[src/rtl/clock_pkg.sv]
// Encodings shared by the time-edit front-end: field select codes, adjust FSM states,
// button lane indices and the select-advance helper.
package clock_pkg;

    typedef enum logic [1:0] {
        SEL_RUN  = 2'd0,
        SEL_SEC  = 2'd1,
        SEL_MIN  = 2'd2,
        SEL_HOUR = 2'd3
    } sel_e;

    typedef enum logic [1:0] {
        ST_IDLE         = 2'd0,
        ST_DELAY        = 2'd1,
        ST_REPEAT       = 2'd2,
        ST_WAIT_RELEASE = 2'd3
    } adj_state_e;

    localparam int NUM_BUTTONS = 2;
    localparam int BTN_MODE    = 0;
    localparam int BTN_ADJ     = 1;

    // Field order run -> sec -> min -> hour -> run; the carry out of bit 1 is the wrap.
    function automatic sel_e next_sel(input sel_e cur);
        return sel_e'(cur + 2'd1);
    endfunction

endpackage

[src/rtl/edit_input_ctrl_if.sv]
// Button inputs and edit controls of the time-edit front-end, bundled as one port.
interface edit_input_ctrl_if;
    import clock_pkg::*;

    logic btn_mode;
    logic btn_adj;
    sel_e select;
    logic increment;
    logic editing;

    // master: the side owning the buttons and consuming select/increment.
    modport master (
        output btn_mode,
        output btn_adj,
        input  select,
        input  increment,
        input  editing
    );

    modport slave (
        input  btn_mode,
        input  btn_adj,
        output select,
        output increment,
        output editing
    );

endinterface

[src/rtl/button_debounce.sv]
// One push-button lane: 2-FF synchroniser, consecutive-sample debounce and a
// one-cycle rising-edge pulse aligned with the delayed debounced level.
module button_debounce #(
    parameter int DEBOUNCE_CYCLES = 4
) (
    input  logic clk,
    input  logic reset,
    input  logic raw,
    output logic level,
    output logic press
);

    localparam int               CNT_W    = $clog2(DEBOUNCE_CYCLES + 1);
    localparam logic [CNT_W-1:0] CNT_LAST = CNT_W'(DEBOUNCE_CYCLES - 1);

    logic [1:0]       sync_reg;
    logic             level_reg;
    logic             level_next;
    logic             level_dly_reg;
    logic             press_reg;
    logic [CNT_W-1:0] cnt_reg;
    logic [CNT_W-1:0] cnt_next;

    // Count only while the synchronised input disagrees with the debounced level;
    // a single agreeing sample restarts the run.
    always_comb begin
        cnt_next   = '0;
        level_next = level_reg;
        if (sync_reg[1] != level_reg) begin
            if (cnt_reg == CNT_LAST) begin
                level_next = sync_reg[1];
            end else begin
                cnt_next = cnt_reg + 1'b1;
            end
        end
    end

    always_ff @(posedge clk) begin
        if (reset) begin
            sync_reg      <= '0;
            level_reg     <= 1'b0;
            level_dly_reg <= 1'b0;
            press_reg     <= 1'b0;
            cnt_reg       <= '0;
        end else begin
            sync_reg      <= {sync_reg[0], raw};
            level_reg     <= level_next;
            level_dly_reg <= level_reg;
            press_reg     <= level_reg & ~level_dly_reg;
            cnt_reg       <= cnt_next;
        end
    end

    // The delayed level rises in the same cycle as the press pulse, so consumers
    // see "pressed and held" together.
    assign level = level_dly_reg;
    assign press = press_reg;

endmodule

[src/rtl/edit_input_ctrl.sv]
// Time-edit front-end: debounces mode/adjust buttons, cycles the edited field,
// issues increment pulses and returns to run mode after an idle timeout.
// Build option AUTO_REPEAT_EN enables hold-to-repeat increments.
module edit_input_ctrl
    import clock_pkg::*;
#(
    parameter int DEBOUNCE_CYCLES = 4,
`ifdef AUTO_REPEAT_EN
    parameter int REPEAT_DELAY    = 8,
    parameter int REPEAT_PERIOD   = 2,
`endif
    parameter int TIMEOUT_CYCLES  = 64
) (
    input logic              clk,
    input logic              reset,
    edit_input_ctrl_if.slave bus
);

    localparam int             TMO_W    = $clog2(TIMEOUT_CYCLES + 1);
    localparam logic [TMO_W-1:0] TMO_LAST = TMO_W'(TIMEOUT_CYCLES - 1);

    logic [NUM_BUTTONS-1:0] raw_btn;
    logic [NUM_BUTTONS-1:0] db_level;
    logic [NUM_BUTTONS-1:0] db_press;

    assign raw_btn[BTN_MODE] = bus.btn_mode;
    assign raw_btn[BTN_ADJ]  = bus.btn_adj;

    for (genvar gi = 0; gi < NUM_BUTTONS; gi++) begin : g_btn
        button_debounce #(
            .DEBOUNCE_CYCLES(DEBOUNCE_CYCLES)
        ) u_debounce (
            .clk   (clk),
            .reset (reset),
            .raw   (raw_btn[gi]),
            .level (db_level[gi]),
            .press (db_press[gi])
        );
    end

    logic mode_press;
    logic adj_press;
    logic adj_level;
    logic unused_mode_level;

    assign mode_press        = db_press[BTN_MODE];
    assign adj_press         = db_press[BTN_ADJ];
    assign adj_level         = db_level[BTN_ADJ];
    // The mode button acts only on its press edge; its held level is not needed.
    assign unused_mode_level = db_level[BTN_MODE];

    adj_state_e       state_reg;
    adj_state_e       state_next;
    sel_e             sel_reg;
    sel_e             sel_next;
    logic             inc_reg;
    logic             inc_next;
    logic             editing_reg;
    logic [TMO_W-1:0] tmo_cnt_reg;
    logic [TMO_W-1:0] tmo_next;

`ifdef AUTO_REPEAT_EN
    localparam int RPT_MAX = (REPEAT_DELAY > REPEAT_PERIOD) ? REPEAT_DELAY : REPEAT_PERIOD;
    localparam int RPT_W   = $clog2(RPT_MAX + 1);
    localparam logic [RPT_W-1:0] DELAY_LAST  = RPT_W'(REPEAT_DELAY - 1);
    localparam logic [RPT_W-1:0] PERIOD_LAST = RPT_W'(REPEAT_PERIOD - 1);

    logic [RPT_W-1:0] rpt_cnt_reg;
    logic [RPT_W-1:0] rpt_cnt_next;
`endif

    always_comb begin
        state_next = state_reg;
        inc_next   = 1'b0;
        sel_next   = sel_reg;
        tmo_next   = tmo_cnt_reg;
`ifdef AUTO_REPEAT_EN
        rpt_cnt_next = rpt_cnt_reg;
`endif

        // Releasing adjust always returns to IDLE, whatever the state.
        if (!adj_level) begin
            state_next = ST_IDLE;
        end else begin
            case (state_reg)
                ST_IDLE: begin
                    if (adj_press) begin
                        if (sel_reg != SEL_RUN) begin
                            inc_next = 1'b1;
`ifdef AUTO_REPEAT_EN
                            state_next   = ST_DELAY;
                            rpt_cnt_next = '0;
`else
                            state_next = ST_WAIT_RELEASE;
`endif
                        end else begin
                            state_next = ST_WAIT_RELEASE;
                        end
                    end
                end
`ifdef AUTO_REPEAT_EN
                ST_DELAY: begin
                    if (rpt_cnt_reg == DELAY_LAST) begin
                        inc_next     = 1'b1;
                        state_next   = ST_REPEAT;
                        rpt_cnt_next = '0;
                    end else begin
                        rpt_cnt_next = rpt_cnt_reg + 1'b1;
                    end
                end
                ST_REPEAT: begin
                    if (rpt_cnt_reg == PERIOD_LAST) begin
                        inc_next     = 1'b1;
                        rpt_cnt_next = '0;
                    end else begin
                        rpt_cnt_next = rpt_cnt_reg + 1'b1;
                    end
                end
`endif
                ST_WAIT_RELEASE: state_next = ST_WAIT_RELEASE;
                default:         state_next = ST_IDLE;
            endcase
        end

        // Mode outranks adjust: a coincident adjust press is swallowed and the
        // button must be released before it can increment again.
        if (mode_press) begin
            sel_next = next_sel(sel_reg);
            inc_next = 1'b0;
            if (adj_level) begin
                state_next = ST_WAIT_RELEASE;
            end
        end

        // Any user activity restarts the idle window; activity on the last idle
        // cycle therefore still keeps the field selected.
        if (sel_reg == SEL_RUN || mode_press || adj_press || inc_next) begin
            tmo_next = '0;
        end else if (tmo_cnt_reg == TMO_LAST) begin
            sel_next = SEL_RUN;
            tmo_next = '0;
            if (adj_level) begin
                state_next = ST_WAIT_RELEASE;
            end
        end else begin
            tmo_next = tmo_cnt_reg + 1'b1;
        end
    end

    always_ff @(posedge clk) begin
        if (reset) begin
            state_reg   <= ST_IDLE;
            sel_reg     <= SEL_RUN;
            inc_reg     <= 1'b0;
            editing_reg <= 1'b0;
            tmo_cnt_reg <= '0;
        end else begin
            state_reg   <= state_next;
            sel_reg     <= sel_next;
            inc_reg     <= inc_next;
            editing_reg <= (sel_next != SEL_RUN);
            tmo_cnt_reg <= tmo_next;
        end
    end

`ifdef AUTO_REPEAT_EN
    always_ff @(posedge clk) begin
        if (reset) begin
            rpt_cnt_reg <= '0;
        end else begin
            rpt_cnt_reg <= rpt_cnt_next;
        end
    end
`endif

    assign bus.select    = sel_reg;
    assign bus.increment = inc_reg;
    assign bus.editing   = editing_reg;

endmodule

[src/flat_wrapper.sv]
// flat-port wrapper written by rule: the top's interface ports become plain ports
module edit_input_ctrl_flat import clock_pkg::*;
#(
    parameter int DEBOUNCE_CYCLES = 4,

    parameter int TIMEOUT_CYCLES  = 64
)
  (clk, reset, bus_btn_mode, bus_btn_adj, bus_select, bus_increment, bus_editing);
  edit_input_ctrl_if bus_i ();
  input logic clk;
  input logic reset;
  input wire logic [$bits(bus_i.btn_mode)-1:0] bus_btn_mode;
  input wire logic [$bits(bus_i.btn_adj)-1:0] bus_btn_adj;
  output wire logic [$bits(bus_i.select)-1:0] bus_select;
  output wire logic [$bits(bus_i.increment)-1:0] bus_increment;
  output wire logic [$bits(bus_i.editing)-1:0] bus_editing;
  assign bus_i.btn_mode = bus_btn_mode;
  assign bus_i.btn_adj = bus_btn_adj;
  assign bus_select = bus_i.select;
  assign bus_increment = bus_i.increment;
  assign bus_editing = bus_i.editing;
  edit_input_ctrl #(.DEBOUNCE_CYCLES(DEBOUNCE_CYCLES), .TIMEOUT_CYCLES(TIMEOUT_CYCLES)) u_core (.clk(clk), .reset(reset), .bus(bus_i));
endmodule
[config.mk]
export PLATFORM = sky130hd
export DESIGN_NAME = edit_input_ctrl_flat
export DESIGN_NICKNAME = d
export VERILOG_FILES = /design/src/rtl/clock_pkg.sv /design/src/rtl/edit_input_ctrl_if.sv /design/src/rtl/button_debounce.sv /design/src/rtl/edit_input_ctrl.sv /design/src/flat_wrapper.sv
export SDC_FILE = /design/constraint.sdc
export NUM_CORES = 1
export LEC_CHECK = 0
export CAP_MARGIN = 20
export CELL_PAD_IN_SITES_DETAIL_PLACEMENT = 0
export CELL_PAD_IN_SITES_GLOBAL_PLACEMENT = 1
export CORE_MARGIN = 1
export CORE_UTILIZATION = 44
export CTS_BUF_LIST = sky130_fd_sc_hd__clkbuf_4 sky130_fd_sc_hd__clkbuf_8 sky130_fd_sc_hd__clkbuf_16
export DETAILED_ROUTE_END_ITERATION = 12
export PLACE_DENSITY = 0.73
export SYNTH_ARGS = -nofsm -noshare
export SYNTH_HDL_FRONTEND = slang
export SYNTH_HIERARCHICAL = 1
export SYNTH_SLANG_ARGS = --single-unit
[constraint.sdc]
create_clock -name clk -period 2 [get_ports clk]
set_clock_uncertainty 0.05 [all_clocks]
set_input_delay 0.5 -clock clk [delete_from_list [all_inputs] [get_ports clk]]
set_output_delay 0.5 -clock clk [all_outputs]
set_load 0.02 [all_outputs]
==> results.py <==
metrics = {
    "global_routing": {
        "globalRoute.busiestLayer": "met2",
        "globalRouteTotalUtil_pct": 15.1,
        "global_route_wire_length_before_repair_um": 2860,
        "grt_start_max_net_pins": 12,
        "first_global_vias": 716,
        "met2_usage_pct": 20.7,
        "met3_usage_pct": 8.99,
        "grt_use_met1_pct": 17.8,
        "total_congestion_overflow_after_global_routing": 0,
        "antenna_found_initial": 0,
    },
    "timing": {
        "fin_setup_tns_ns": 0,
        "max_slew.worst_pin.slew_ns": 0.530,
        "timing.max_slew.rel_slack_pct": 64.4,
        "slew_violations": 0,
        "final.setup.worst_slack_ns": 0.0773,
        "period_share_pct": 96.1,
        "fmaxAchievable_mhz": 520,
        "timing.final.crit_period_ns": 1.92,
        "rsz0062_at_grt": "no",
        "finalSetupViolCount": 0,
        "final_hold_viols": 0,
    },
    "logic_synthesis": {
        "post_synthesis_compound_gate_area_fraction_pct": 5.40,
        "synth.avg_cell_area_um2": 10.7,
        "yosys.area_share.simple_pct": 22.6,
        "yosys.area_share.adder_pct": 9.92,
        "synth-xor-area-share_pct": 4.63,
        "synth-warning-count": 6,
        "synth_seq_area_share_pct": 51.2,
        "synthCells": 106,
        "netlist_area_before_placement_um2": 1130,
        "synth.net_count": 119,
        "combinational_family_with_the_most_area_after_synthesis": "simple AND/OR/NAND/NOR gates",
        "muxShareOfSynthArea_pct": 2.65,
        "ys_types": 25,
        "yosys_register_bits": 29,
    },
    "clock_tree": {
        "clk_transition_reported_paths_ns": 0.08,
        "cts.sinks": 29,
        "clk_path_buf_depth": 2,
        "holdBufCountCts": 0,
        "cts.root.buffer_cell": "sky130_fd_sc_hd__clkbuf_4",
        "cts_max_level": 2,
        "clk_latency_ns": 0.32,
        "cts_buffer_count": 5,
        "tritoncts": "built",
        "cts-resized-gates": 0,
        "post-cts-setup-buffer-count": 0,
    },
    "placement": {
        "placed_standard_cell_area_um2": 1250,
        "detailedPlacementHpwl_um": 1220,
        "gp_congestion": 0.795,
        "port_buffers": 7,
        "dp_slack_ns": 0.283,
    },
    "flow_run": {
        "number_of_max_cap_violations": 0,
    },
    "layout": {
        "layout_common_cells": "sky130_fd_sc_hd__dfxtp_1 (29), sky130_fd_sc_hd__nor2_1 (10), sky130_fd_sc_hd__ha_1 (9)",
        "drive_gt1_share_pct": 14.0,
        "num-fill-cells": 242,
        "largest_register_ff_count": 7,
        "most_common_cell_after_layout_fill_and_taps_aside": "sky130_fd_sc_hd__dfxtp_1",
        "multi_input_area_um2": 513,
        "final_util_pct": 53.2,
        "signed_area_change_from_the_synthesized_netlist_to_the_final_layout_pct": 15.0,
        "finalNetCount": 134,
        "diodes": 0,
        "fin_area_um2": 1310,
        "area.sequential_um2": 581,
    },
    "drt": {
        "detailedRoute.firstIterationViolations": 11,
        "detail-route-antenna-nets": 0,
        "firstDrtPassIters": 4,
        "post_drt_via_cell_ratio": 4.83,
        "route.detailed.wl_per_inst_um": 10.7,
        "post-route-drc-count": 0,
        "route.final.wire_length_um": 1620,
        "num_vias": 729,
    },
    "setup_path": {
        "cp-start-kind": "register",
        "crit_path_category": "register to output pin",
        "timing.critical_path.cells": "clkdlybuf4s50_1",
        "crit_path_max_fanout": 5,
        "slowest_stage_delay_on_critical_path_ns": 0.64,
        "worst-endpoint-arrival_ns": 1.37,
        "critical_path.slowest_cell": "sky130_fd_sc_hd__clkdlybuf4s50_1",
        "cp_num_buf_inv": 1,
        "timing.critical_path.to_type": "output pin",
        "cp.required_ns": 1.45,
        "cp_top_family": "buffers and inverters",
    },
    "floorplanning": {
        "initial_standard_cell_utilization_of_the_core_pct": 46.2,
        "die_area_um2": 2790,
        "chipHeight_um": 52.8,
        "fp.dieW_um": 52.8,
        "fp-row-count": 18,
        "core_area_um2": 2450,
        "ios": 8,
    },
    "run_status": {
        "outcome": "completed",
    },
    "pwr": {
        "post-layout-total-power_uw": 965,
        "leakagePower_uw": 0.000469,
        "ir_drop_uv": 590,
        "power_density_nw_per_um2": 740,
    },
    "min_path": {
        "hold_path.class": "register to register",
    },
}
## per-stage QoR
stage               cells  hold WS [ns]
finish                151         0.343
global route          151         0.365
detailed placement    144         0.333
global placement      144         0.322
floorplan             106         0.317
CTS                   151         0.344
## worst paths after layout
kind / startpoint / endpoint / slack, ns / cells past startpoint
hold / removal: u_core/g_btn[0].u_debounce/level$_SDFF_PP0_ / u_core/g_btn[0].u_debounce/press$_SDFF_PP0_ / 0.34 / 1
setup reg to reg: u_core/bus.select[0]$_SDFF_PP0_ / u_core/state_reg[0]$_SDFF_PP0_ / 0.28 / 5
hold reg to reg: u_core/g_btn[0].u_debounce/level$_SDFF_PP0_ / u_core/g_btn[0].u_debounce/press$_SDFF_PP0_ / 0.34 / 1
setup / recovery: u_core/bus.select[0]$_SDFF_PP0_ / bus_select[0] / 0.08 / 1
## where the power goes
group	total (uW)	leakage [uW]	switching, uW	internal [uW]
combinational	21.2	0.000199	9.36	11.8
clock	360	0.0000348	181	179
sequential	584	0.000235	2.07	582
total	965	0.000469	193	773
## metal layers
| metal | vias to the layer above | part of all wire [%] |
|---|---|---|
| met3 | 6 | 5.7 |
| met5 | - | 0 |
| li1 | 391 | - |
| met2 | 11 | 41 |
| met1 | 321 | 50 |
| met4 | 0 | 3.1 |
## synthesized netlist by cell type
master | number | area, um2
sky130_fd_sc_hd__mux2i_1 | 3 | 30.0
sky130_fd_sc_hd__nor2b_1 | 7 | 43.8
sky130_fd_sc_hd__nor2b_2 | 2 | 17.5
sky130_fd_sc_hd__xnor2_1 | 4 | 35.0
sky130_fd_sc_hd__a21oi_1 | 3 | 15.0
sky130_fd_sc_hd__o31ai_1 | 1 | 7.51
sky130_fd_sc_hd__or2_2 | 1 | 6.26
sky130_fd_sc_hd__dfxtp_1 | 29 | 581
sky130_fd_sc_hd__nor3_1 | 3 | 15.0
sky130_fd_sc_hd__nand3_1 | 2 | 10.0
sky130_fd_sc_hd__xor2_1 | 2 | 17.5
sky130_fd_sc_hd__or3_1 | 1 | 6.26
sky130_fd_sc_hd__o21ai_0 | 4 | 20.0
sky130_fd_sc_hd__or3_4 | 1 | 11.3
sky130_fd_sc_hd__nor4_4 | 1 | 21.3
sky130_fd_sc_hd__o31a_1 | 1 | 8.76
sky130_fd_sc_hd__o31a_2 | 1 | 10.0
sky130_fd_sc_hd__nor2_1 | 10 | 37.5
sky130_fd_sc_hd__nor4_1 | 6 | 37.5
sky130_fd_sc_hd__and4_1 | 1 | 8.76
sky130_fd_sc_hd__buf_6 | 1 | 11.3
sky130_fd_sc_hd__nor4b_2 | 2 | 30.0
sky130_fd_sc_hd__inv_1 | 8 | 30.0
sky130_fd_sc_hd__ha_1 | 9 | 113
sky130_fd_sc_hd__nand2_1 | 3 | 11.3
## kinds of logic (layout without fill, tap and decap cells)
group / Yosys count / count (layout)
AND/OR/NAND/NOR: 40 / 40
XOR/XNOR: 6 / 6
flip-flops: 29 / 29
adder cells (fa/ha/maj): 9 / 9
AO/OA/AOI/OAI: 10 / 10
buffers and inverters: 9 / 24
multiplexers: 3 / 3
## final cells by class
cell class	count	share of cell area, %
clock buffers	7	4.51
inverters	8	2.30
multi-input cells	68	39.3
flip-flops and latches	29	44.5
well taps	30	2.88
repair buffers	9	6.52
(Power assumes the default switching activity.)
